## config.mk

```make
export PLATFORM = sky130hd
export DESIGN_NAME = pd_switch_sequencer
export DESIGN_NICKNAME = d
export VERILOG_FILES = /design/src/rtl/pd_seq_pkg.sv /design/src/rtl/pd_ack_sync.sv /design/src/rtl/pd_switch_sequencer.sv
export SDC_FILE = /design/constraint.sdc
export NUM_CORES = 1
export LEC_CHECK = 0
export CORE_MARGIN = 3
export CORE_UTILIZATION = 43
export DETAILED_ROUTE_END_ITERATION = 10
export GPL_ROUTABILITY_DRIVEN = 0
export PLACE_DENSITY = 0.69
export SLEW_MARGIN = 20
export SYNTH_ARGS = -nofsm -noshare
export SYNTH_HDL_FRONTEND = slang
export SYNTH_SLANG_ARGS = --single-unit
```

## constraint.sdc

```tcl
create_clock -name clk_i -period 2.7 [get_ports clk_i]
set_clock_uncertainty 0.2 [all_clocks]
set_input_delay 0.54 -clock clk_i [delete_from_list [all_inputs] [get_ports clk_i]]
set_output_delay 0.54 -clock clk_i [all_outputs]
set_load 0.01 [all_outputs]
```

## src/rtl/pd_seq_pkg.sv

```systemverilog
// Shared types and defaults for the per-domain power-switch sequencer:
// FSM state encoding, the registered output bundle and its state decode.
package pd_seq_pkg;

  localparam int PD_ACK_TIMEOUT_DEF = 64;
  localparam int PD_RST_DELAY_DEF   = 4;
  localparam int PD_ISO_DELAY_DEF   = 2;

  typedef enum logic [2:0] {
    ST_OFF,
    ST_PWR_UP,
    ST_CLK_ON,
    ST_RST_REL,
    ST_ON,
    ST_ISO_ON,
    ST_PWR_DN
  } pd_seq_state_e;

  typedef struct packed {
    logic sleep_send;
    logic isolate;
    logic clk_en;
    logic rstn_pd;
  } pd_seq_out_t;

  localparam pd_seq_out_t PD_OUT_RESET = '{sleep_send: 1'b1, isolate: 1'b1,
                                           clk_en: 1'b0, rstn_pd: 1'b0};

  // Domain control levels that hold while the FSM sits in a given state.
  function automatic pd_seq_out_t pd_seq_decode(input pd_seq_state_e st);
    pd_seq_out_t o;
    o = PD_OUT_RESET;
    case (st)
      ST_PWR_UP:  o.sleep_send = 1'b0;
      ST_CLK_ON:  begin o.sleep_send = 1'b0; o.clk_en = 1'b1; end
      ST_RST_REL,
      ST_ISO_ON:  begin o.sleep_send = 1'b0; o.clk_en = 1'b1; o.rstn_pd = 1'b1; end
      ST_ON:      begin o.sleep_send = 1'b0; o.isolate = 1'b0; o.clk_en = 1'b1; o.rstn_pd = 1'b1; end
      default:    o = PD_OUT_RESET;
    endcase
    return o;
  endfunction

  function automatic int pd_max(input int a, input int b);
    return (a > b) ? a : b;
  endfunction

endpackage

```

## src/rtl/pd_ack_sync.sv

```systemverilog
// Two-flop synchronizer for the switch-ring echo; both flops reset to RST_VAL
// so the FSM starts out seeing the ring in the state that matches reset.
module pd_ack_sync
  #(parameter logic RST_VAL = 1'b1)
  (
    input  logic clk_i,
    input  logic rstn_i,
    input  logic async_i,
    output logic sync_o
  );

  logic meta_q;
  logic sync_q;

  // NOTE: sequential state is written with non-blocking assignments only, so
  // every flop samples the pre-edge value of its neighbours.
  always_ff @(posedge clk_i) begin
    if (!rstn_i) begin
      meta_q <= RST_VAL;
      sync_q <= RST_VAL;
    end else begin
      meta_q <= async_i;
      sync_q <= meta_q;
    end
  end

  assign sync_o = sync_q;

endmodule

```

## src/rtl/pd_switch_sequencer.sv

```systemverilog
// Per-domain power-switch sequencer: orders switch, clock, reset and isolation
// on power-up/down. Define PD_ACK_TIMEOUT_EN to bound the ring-ack waits.
module pd_switch_sequencer
  import pd_seq_pkg::*;
  #(
    parameter int ACK_TIMEOUT = PD_ACK_TIMEOUT_DEF,
    parameter int RST_DELAY   = PD_RST_DELAY_DEF,
    parameter int ISO_DELAY   = PD_ISO_DELAY_DEF
  )
  (
    input  logic clk_i,
    input  logic rstn_i,
    input  logic power_i,
    input  logic sleep_ack_i,
    output logic sleep_send_o,
    output logic isolate_o,
    output logic clk_en_o,
    output logic rstn_pd_o,
    output logic done_o,
    output logic timeout_o
  );

`ifdef PD_ACK_TIMEOUT_EN
  localparam int CNT_MAX = pd_max(ACK_TIMEOUT, pd_max(RST_DELAY, ISO_DELAY));
`else
  localparam int CNT_MAX = pd_max(RST_DELAY, ISO_DELAY);
`endif
  localparam int CNT_W = $clog2(CNT_MAX + 1);

  // Loaded with N-1 on entry so the state is left exactly N edges later.
  localparam logic [CNT_W-1:0] RST_LOAD = CNT_W'(RST_DELAY - 1);
  localparam logic [CNT_W-1:0] ISO_LOAD = CNT_W'(ISO_DELAY - 1);
`ifdef PD_ACK_TIMEOUT_EN
  localparam logic [CNT_W-1:0] ACK_LOAD = CNT_W'(ACK_TIMEOUT - 1);
`else
  logic unused_ack_timeout;
  assign unused_ack_timeout = ^ACK_TIMEOUT;
`endif

  pd_seq_state_e    state_q, state_d;
  logic [CNT_W-1:0] cnt_q, cnt_d;
  pd_seq_out_t      out_q, out_d;
  logic             done_q, done_d;
  logic             timeout_q, timeout_d;
  logic             ack_sync;
  logic             cnt_zero;

  pd_ack_sync #(.RST_VAL(1'b1)) u_ack_sync (
    .clk_i   (clk_i),
    .rstn_i  (rstn_i),
    .async_i (sleep_ack_i),
    .sync_o  (ack_sync)
  );

  assign cnt_zero = (cnt_q == '0);

  // NOTE: every signal driven here gets a default first, so no path through
  // the case leaves one unassigned and no latch is inferred.
  always_comb begin
    state_d   = state_q;
    cnt_d     = cnt_q;
    timeout_d = timeout_q;

    unique case (state_q)
      ST_OFF:     if (power_i) state_d = ST_PWR_UP;
      ST_PWR_UP: begin
        if (!ack_sync) state_d = ST_CLK_ON;
`ifdef PD_ACK_TIMEOUT_EN
        else if (cnt_zero) begin
          state_d   = ST_CLK_ON;
          timeout_d = 1'b1;
        end else cnt_d = cnt_q - 1'b1;
`endif
      end
      ST_CLK_ON:  if (cnt_zero) state_d = ST_RST_REL; else cnt_d = cnt_q - 1'b1;
      ST_RST_REL: if (cnt_zero) state_d = ST_ON;      else cnt_d = cnt_q - 1'b1;
      ST_ON:      if (!power_i) state_d = ST_ISO_ON;
      ST_ISO_ON:  if (cnt_zero) state_d = ST_PWR_DN;  else cnt_d = cnt_q - 1'b1;
      ST_PWR_DN: begin
        if (ack_sync) state_d = ST_OFF;
`ifdef PD_ACK_TIMEOUT_EN
        else if (cnt_zero) begin
          state_d   = ST_OFF;
          timeout_d = 1'b1;
        end else cnt_d = cnt_q - 1'b1;
`endif
      end
      default:    state_d = ST_OFF;
    endcase

    if (state_d != state_q) begin
      unique case (state_d)
        ST_CLK_ON:             cnt_d = RST_LOAD;
        ST_RST_REL, ST_ISO_ON: cnt_d = ISO_LOAD;
`ifdef PD_ACK_TIMEOUT_EN
        ST_PWR_UP, ST_PWR_DN:  cnt_d = ACK_LOAD;
`endif
        default:               cnt_d = '0;
      endcase
    end

    out_d  = pd_seq_decode(state_d);
    done_d = ((state_d == ST_OFF) && !power_i) || ((state_d == ST_ON) && power_i);
  end

  always_ff @(posedge clk_i) begin
    if (!rstn_i) begin
      state_q   <= ST_OFF;
      cnt_q     <= '0;
      out_q     <= PD_OUT_RESET;
      done_q    <= 1'b0;
      timeout_q <= 1'b0;
    end else begin
      state_q   <= state_d;
      cnt_q     <= cnt_d;
      out_q     <= out_d;
      done_q    <= done_d;
      timeout_q <= timeout_d;
    end
  end

  assign sleep_send_o = out_q.sleep_send;
  assign isolate_o    = out_q.isolate;
  assign clk_en_o     = out_q.clk_en;
  assign rstn_pd_o    = out_q.rstn_pd;
  assign done_o       = done_q;
`ifdef PD_ACK_TIMEOUT_EN
  assign timeout_o    = timeout_q;
`else
  assign timeout_o    = 1'b0;
`endif

endmodule

```

==> results.ini, run 1 <==
[clock_network]
cts.sinks = 13
htree_levels = 1
insertion_delay_ns = 0.28
cts_setup_buffers = 0
cts_resized = 0
clockRootBuffer = clkbuf_4
holdBufCountCts = 0
cts_tree = yes
cts_buffers = 3
clkTransAtPathRegs_ns = 0.07
clk_path_buf_depth = 2

[routing]
dr_wl_met3_um = 89
vias_per_cell = 5.81
top_layer = met4
wl_met2_um = 636
wl_mm = 1.42
route.detailed.drc = 0
first_pass_iters = 5
vias = 628
wl_per_cell_um = 13.1
wl_met1_um = 678
drtIter0Drc = 22
ant_nets = 0

[outcome]
status = completed

[grt]
grt_max_degree = 18
grt_pass1_vias = 519
grt_overflow_total = 0
antenna_found_initial = 0
grt_pass1_wl_mm = 2.38
gr-usage-all-layers = 0.154

[layout]
fin_util = 0.530
fin_nets = 99
area_growth_pct = 13.0
drive_above_1_share = 0.0870
antenna_cells = 0

[synthesis]
netlist_area_um2 = 732
async_flop_share = 0
synthFlopType = dfxtp_1
synth_largest_type_area_fraction = 0.356
synth_cells = 86
synthTopCellsByArea = dfxtp_1 (36%), nand2b_1 (5.1%), xnor2_1 (3.6%)
synth.most_common_cell = dfxtp_1
synth.distinct_cells = 34
ys_seq_elements = 13
synth_area_per_cell_um2 = 8.51
syn-num-nets = 92
yosysWarnings = 0
ys_seq_area_frac = 0.356
synth_edf_count = 0
yosys-top-cells-count = dfxtp_1 (13), nand2_1 (6), nand2b_1 (6)
yosysTopAreaCell = dfxtp_1

[timing]
slew_viol_final = 0
hold_viol = 0
finalCritPeriodShare = 0.702
fin_setup_tns_ns = 0
setup_viol = 0
max_freq_mhz = 528
tightest_slew_ns = 0.526
min_period_ns = 1.89
relSlewSlack = 0.649
rsz0062_at_grt = false

[placed_design]
dp_hpwl_mm = 1.04
port_buffers = 8

[floorplan]
io_pins = 10
dieWidth_um = 47.3
coreArea_mm2 = 0.00156
die_area_mm2 = 0.00223
row_count = 14
die_y_um = 47.3
start_util = 0.470

[power]
vdd_drop_max_mv = 0.250
leakage_nw = 0.301
total_power_uw = 391
p_per_area_mw_per_mm2 = 473

[min_path]
worstHoldPathType = register to register

[worst_setup_path]
cp.arrival_ns = 1.85
cp_data_required_time_ns = 2.66
cp-start-kind = register
worst_setup_path_end_kind = register
crit_fanout = 7
setup.worst_path.class = register to register

[run]
maxCapViolCount = 0

power breakdown:
group / switching, mW / internal (mW)
registers: 0.0112 / 0.200
logic: 0.0324 / 0.0295
clock network: 0.0615 / 0.0573
placed cells by master, fill, tap and decap left out, types with 2 or more instances in the layout:
master / instances
a21oi_1: 5
xnor2_1: 3
a211oi_1: 2
inv_1: 5
and3_1: 3
nand3_1: 3
o21ai_0: 5
nor2_1: 5
nand2b_1: 6
a221o_1: 2
nor2b_1: 2
nand2_1: 6
xor2_1: 2
dfxtp_1: 13
clkbuf_4: 3
clkdlybuf4s50_1: 8
ha_1: 2
worst max-delay path: stages (launching register included):
cell and delay [ns]:
dfxtp_1 0.33, inv_1 0.08, ha_1 0.20, nor2b_2 0.33
a32oi_1 0.24, a221o_1 0.41
state kept, by name (all words and copies together), names as in the netlist:
signal and count:
u_ack_sync.meta_q 1, u_ack_sync.sync_o 1, done_o 1, cnt_q 3
clk_en_o 1, sleep_send_o 1, state_q 3, isolate_o 1
rstn_pd_o 1
path summary, 6_finish.rpt:
| path | startpoint | end | slack (ns) | cells after the start |
|---|---|---|---|---|
| max | cnt_q[0] | sleep_send_o | 0.81 | 5 |
| max reg2reg | cnt_q[0] | sleep_send_o | 0.81 | 5 |
| min reg2reg | u_ack_sync.meta_q | u_ack_sync.sync_o | 0.22 | 1 |
| min | u_ack_sync.meta_q | u_ack_sync.sync_o | 0.22 | 1 |
layout make-up:
cell class | instances | area, um^2
multi-input cells | 62 | 422
clock buffers | 4 | 26.3
inverters | 5 | 18.8
flip-flops and latches | 13 | 260
repair buffers | 8 | 80.1
fillers | 150 | 732
well taps | 16 | 20.0
stage by stage:
step                instance area (um^2)  instances  setup WS, ns  hold slack (ns)
floorplan                            732         86          1.03            0.186
global placement                     801        104         0.630            0.201
detailed placement                   801        104         0.573            0.206
CTS                                  827        108         0.798            0.223
global route                         827        108         0.668            0.238
finish                               827        108         0.806            0.217
cell families (layout without fill, tap and decap cells):
family / count (synthesis) / in the layout / synth area share
XOR/XNOR: 5 / 5 / 0.0598
other: 1 / 1 / 0.00512
multiplexers: 1 / 1 / 0.0137
buffers and inverters: 11 / 17 / 0.0684
AO/OA/AOI/OAI: 23 / 23 / 0.229
AND/OR/NAND/NOR: 30 / 30 / 0.234
adder cells (fa/ha/maj): 2 / 2 / 0.0342
flip-flops: 13 / 13 / 0.356
metal layers:
metal / track usage / up-vias
met5: 0 / -
met1: 0.213 / 288
li1: - / 315
met3: 0.0690 / 4
met2: 0.211 / 21
met4: 0.0497 / 0
Note: power is estimated with default switching activity, not from simulation.
==> run 2: changes to the inputs <==
- PLACE_DENSITY: 0.69 -> 0.72
- clock period: 2.7 -> 1.7 ns (I/O delays scaled with it)
==> run 2 against run 1 <==
Net effect:
- the flow now finishes with violations (negative setup slack)
- sequential power rose by 57%
- first-iteration DRC count rose to 2.6 times the previous value
- die area unchanged
- register-to-register slack got worse by 0.81 ns
==> results.ini, run 2 (same netlist as run 1, synthesis figures left out) <==
[worst_setup_path]
worst_setup_path_end_kind = register  ; unchanged
ff2ff_path_depth = 6  ; was 5
slowest_stage = dfxtp_2  ; was a221o_1
cp-start-kind = register  ; unchanged
reg2reg_slack_ns = -0.005  ; was 0.81 ns
cp_data_required_time_ns = 1.67  ; was 2.66 ns
crit_fanout = 5  ; was 7
timing.rr.end = sleep_send_o  ; unchanged
setup.worst_path.class = register to register  ; unchanged
cp.arrival_ns = 1.68  ; was 1.85 ns
crit_chain = inv_2 -> ha_4 -> nor2b_4 -> o211ai_1 -> nand3_1 -> a221o_1  ; was inv_1 -> ha_1 -> nor2b_2 -> a32oi_1 -> a221o_1
reg2reg_from = cnt_q[0]  ; unchanged
max_stage_delay_ns = 0.34  ; was 0.41 ns

[clock_network]
htree_levels = 1  ; unchanged
insertion_delay_ns = 0.28  ; about the same
holdBufCountCts = 0  ; unchanged
cts_buffers = 3  ; unchanged
clk_path_buf_depth = 2  ; unchanged
cts.sinks = 13  ; unchanged
clockRootBuffer = clkbuf_4  ; unchanged
clkTransAtPathRegs_ns = 0.08  ; was 0.07 ns
cts_tree = yes  ; unchanged

[power]
power.switching_uw = 207  ; was 105 uW
p_per_area_mw_per_mm2 = 660  ; was 473 mW/mm^2
share_comb_of_total_power = 0.261  ; was 0.158
p_int_uw = 510  ; was 286 uW
vdd_drop_max_mv = 0.562  ; was 0.250 mV
total_power_uw = 716  ; was 391 uW
leakage_nw = 0.454  ; was 0.301 nW
seqPwrFrac = 0.463  ; was 0.538
p_clk_frac = 0.276  ; was 0.304
swShare = 0.288  ; was 0.268

[floorplan]
coreArea_mm2 = 0.00156  ; unchanged
row_count = 14  ; unchanged
dieWidth_um = 47.3  ; unchanged
die_y_um = 47.3  ; unchanged
start_util = 0.470  ; unchanged
io_pins = 10  ; unchanged
die_area_mm2 = 0.00223  ; unchanged

[layout]
drive_above_1_share = 0.360  ; was 0.0870
fin_util = 0.696  ; was 0.530
fin_nets = 121  ; was 99
n_fill_cell = 114  ; was 150
multiInputGateArea_um2 = 495  ; was 422 um^2
reg_top3 = cnt_q x3, state_q x3  ; unchanged
area_growth_pct = 48.2  ; was 13.0%
seqCellArea_um2 = 267  ; was 260 um^2
mostFrequentLayoutCells = buf_4 (20), dfxtp_1 (8), nand2_1 (6), nand2b_1 (6), clkdlybuf4s50_1 (6)  ; was dfxtp_1 (13), clkdlybuf4s50_1 (8), nand2_1 (6), nand2b_1 (6)
fin_area_mm2 = 0.00108  ; was 827 um^2
antenna_cells = 0  ; unchanged
final_common_cell = buf_4  ; was dfxtp_1

[routing]
first_pass_iters = 4  ; was 5
wl_mm = 2.19  ; was 1.42 mm
route.detailed.drc = 0  ; unchanged
ant_nets = 0  ; unchanged
vias_per_cell = 5.87  ; was 5.81
wl_per_cell_um = 16.8  ; was 13.1 um
drtIter0Drc = 58  ; was 22
vias = 763  ; was 628

[timing]
slew_viol_final = 0  ; unchanged
relSlewSlack = 0.674  ; was 0.649
hold_viol = 0  ; unchanged
fin_ws_ns = -0.00524  ; was 0.806 ns
rsz0062_at_grt = true  ; was false
timing.hold.ws_ns = 0.224  ; was 0.217 ns
max_freq_mhz = 586  ; was 528 MHz
tightest_slew_ns = 0.483  ; was 0.526 ns
finalCritPeriodShare = 1.00  ; was 0.702
setup_viol = 1  ; was 0
min_period_ns = 1.71  ; was 1.89 ns

[placed_design]
port_buffers = 8  ; unchanged
dpl_cell_area_um2 = 921  ; was 801 um^2
pre_cts_ws_ns = -0.137  ; was 0.573 ns
dp_hpwl_mm = 1.31  ; was 1.04 mm

[min_path]
hold_depth = 1  ; unchanged
hp-start = u_ack_sync.meta_q  ; unchanged
worstHoldPathType = register to register  ; unchanged
holdPathEnd = u_ack_sync.sync_o  ; unchanged

[grt]
grt_overflow_total = 0  ; unchanged
gr-usage-all-layers = 0.200  ; was 0.154
grt_pass1_wl_mm = 3.02  ; was 2.38 mm
antenna_found_initial = 0  ; unchanged
grt_max_degree = 10  ; was 18
grt_pass1_vias = 712  ; was 519

[outcome]
violations = negative setup slack
status = finished with violations  ; was completed

[run]
maxCapViolCount = 0  ; unchanged

[run 2: worst max-delay path by stage]
stage	slack [ns]	depth (start not counted)	to	startpoint
CTS	0.0009	6	sleep_send_o	cnt_q[1]
global route	-0.05	6	sleep_send_o	cnt_q[0]
finish	-0.005	6	sleep_send_o	cnt_q[0]
global placement	-0.09	5	cnt_q[2]	power_i
detailed placement	-0.14	5	cnt_q[1]	power_i
floorplan	0.03	6	sleep_send_o	cnt_q[0]
[run 2: cell type report]
| cell class | count | area share |
|---|---|---|
| clock buffer | 4 | 0.0242 |
| multi-input combinational | 62 | 0.457 |
| sequential | 13 | 0.246 |
| tap | 16 | 0.0185 |
| timing repair buffer | 30 | 0.238 |
| inverter | 5 | 0.0173 |
[run 2: critical path: cells and delay by family, from the launching register on]
family	cells	cell delay, ns
adder cells (fa/ha/maj)	1	0.15
flip-flops	1	0.34
buffers and inverters	1	0.05
AND/OR/NAND/NOR	2	0.31
AO/OA/AOI/OAI	2	0.54
[run 2: repair_timing]
action                                  CTS  global route
setup buffers                             5             1
pin swaps                                 5             7
gates resized for setup                   7            15
endpoints found under the setup margin    5             9
[run 2: through the flow]
stage / setup TNS [ns] / instances
finish: -0.00524 / 130
global route: -0.0860 / 130
CTS: 0 / 129
detailed placement: -0.658 / 120
global placement: -0.397 / 120
floorplan: 0 / 86
[run 2: power groups by stage]
stage	Clock (mW)	Sequential, mW	Combinational (mW)
after floorplan	0	0.332	0.0762
after global placement	0	0.335	0.137
after detailed placement	0	0.335	0.141
after CTS	0.198	0.330	0.163
after global routing	0.209	0.333	0.199
final	0.197	0.332	0.187
[run 2: layer usage]
| layer | up-vias | track usage | routed length (um) |
|---|---|---|---|
| li1 | 359 | - | - |
| met1 | 339 | 0.232 | 831 |
| met2 | 49 | 0.316 | 1070 |
| met3 | 16 | 0.0766 | 198 |
| met4 | 0 | 0.105 | 89 |
| met5 | - | 0 | 0 |
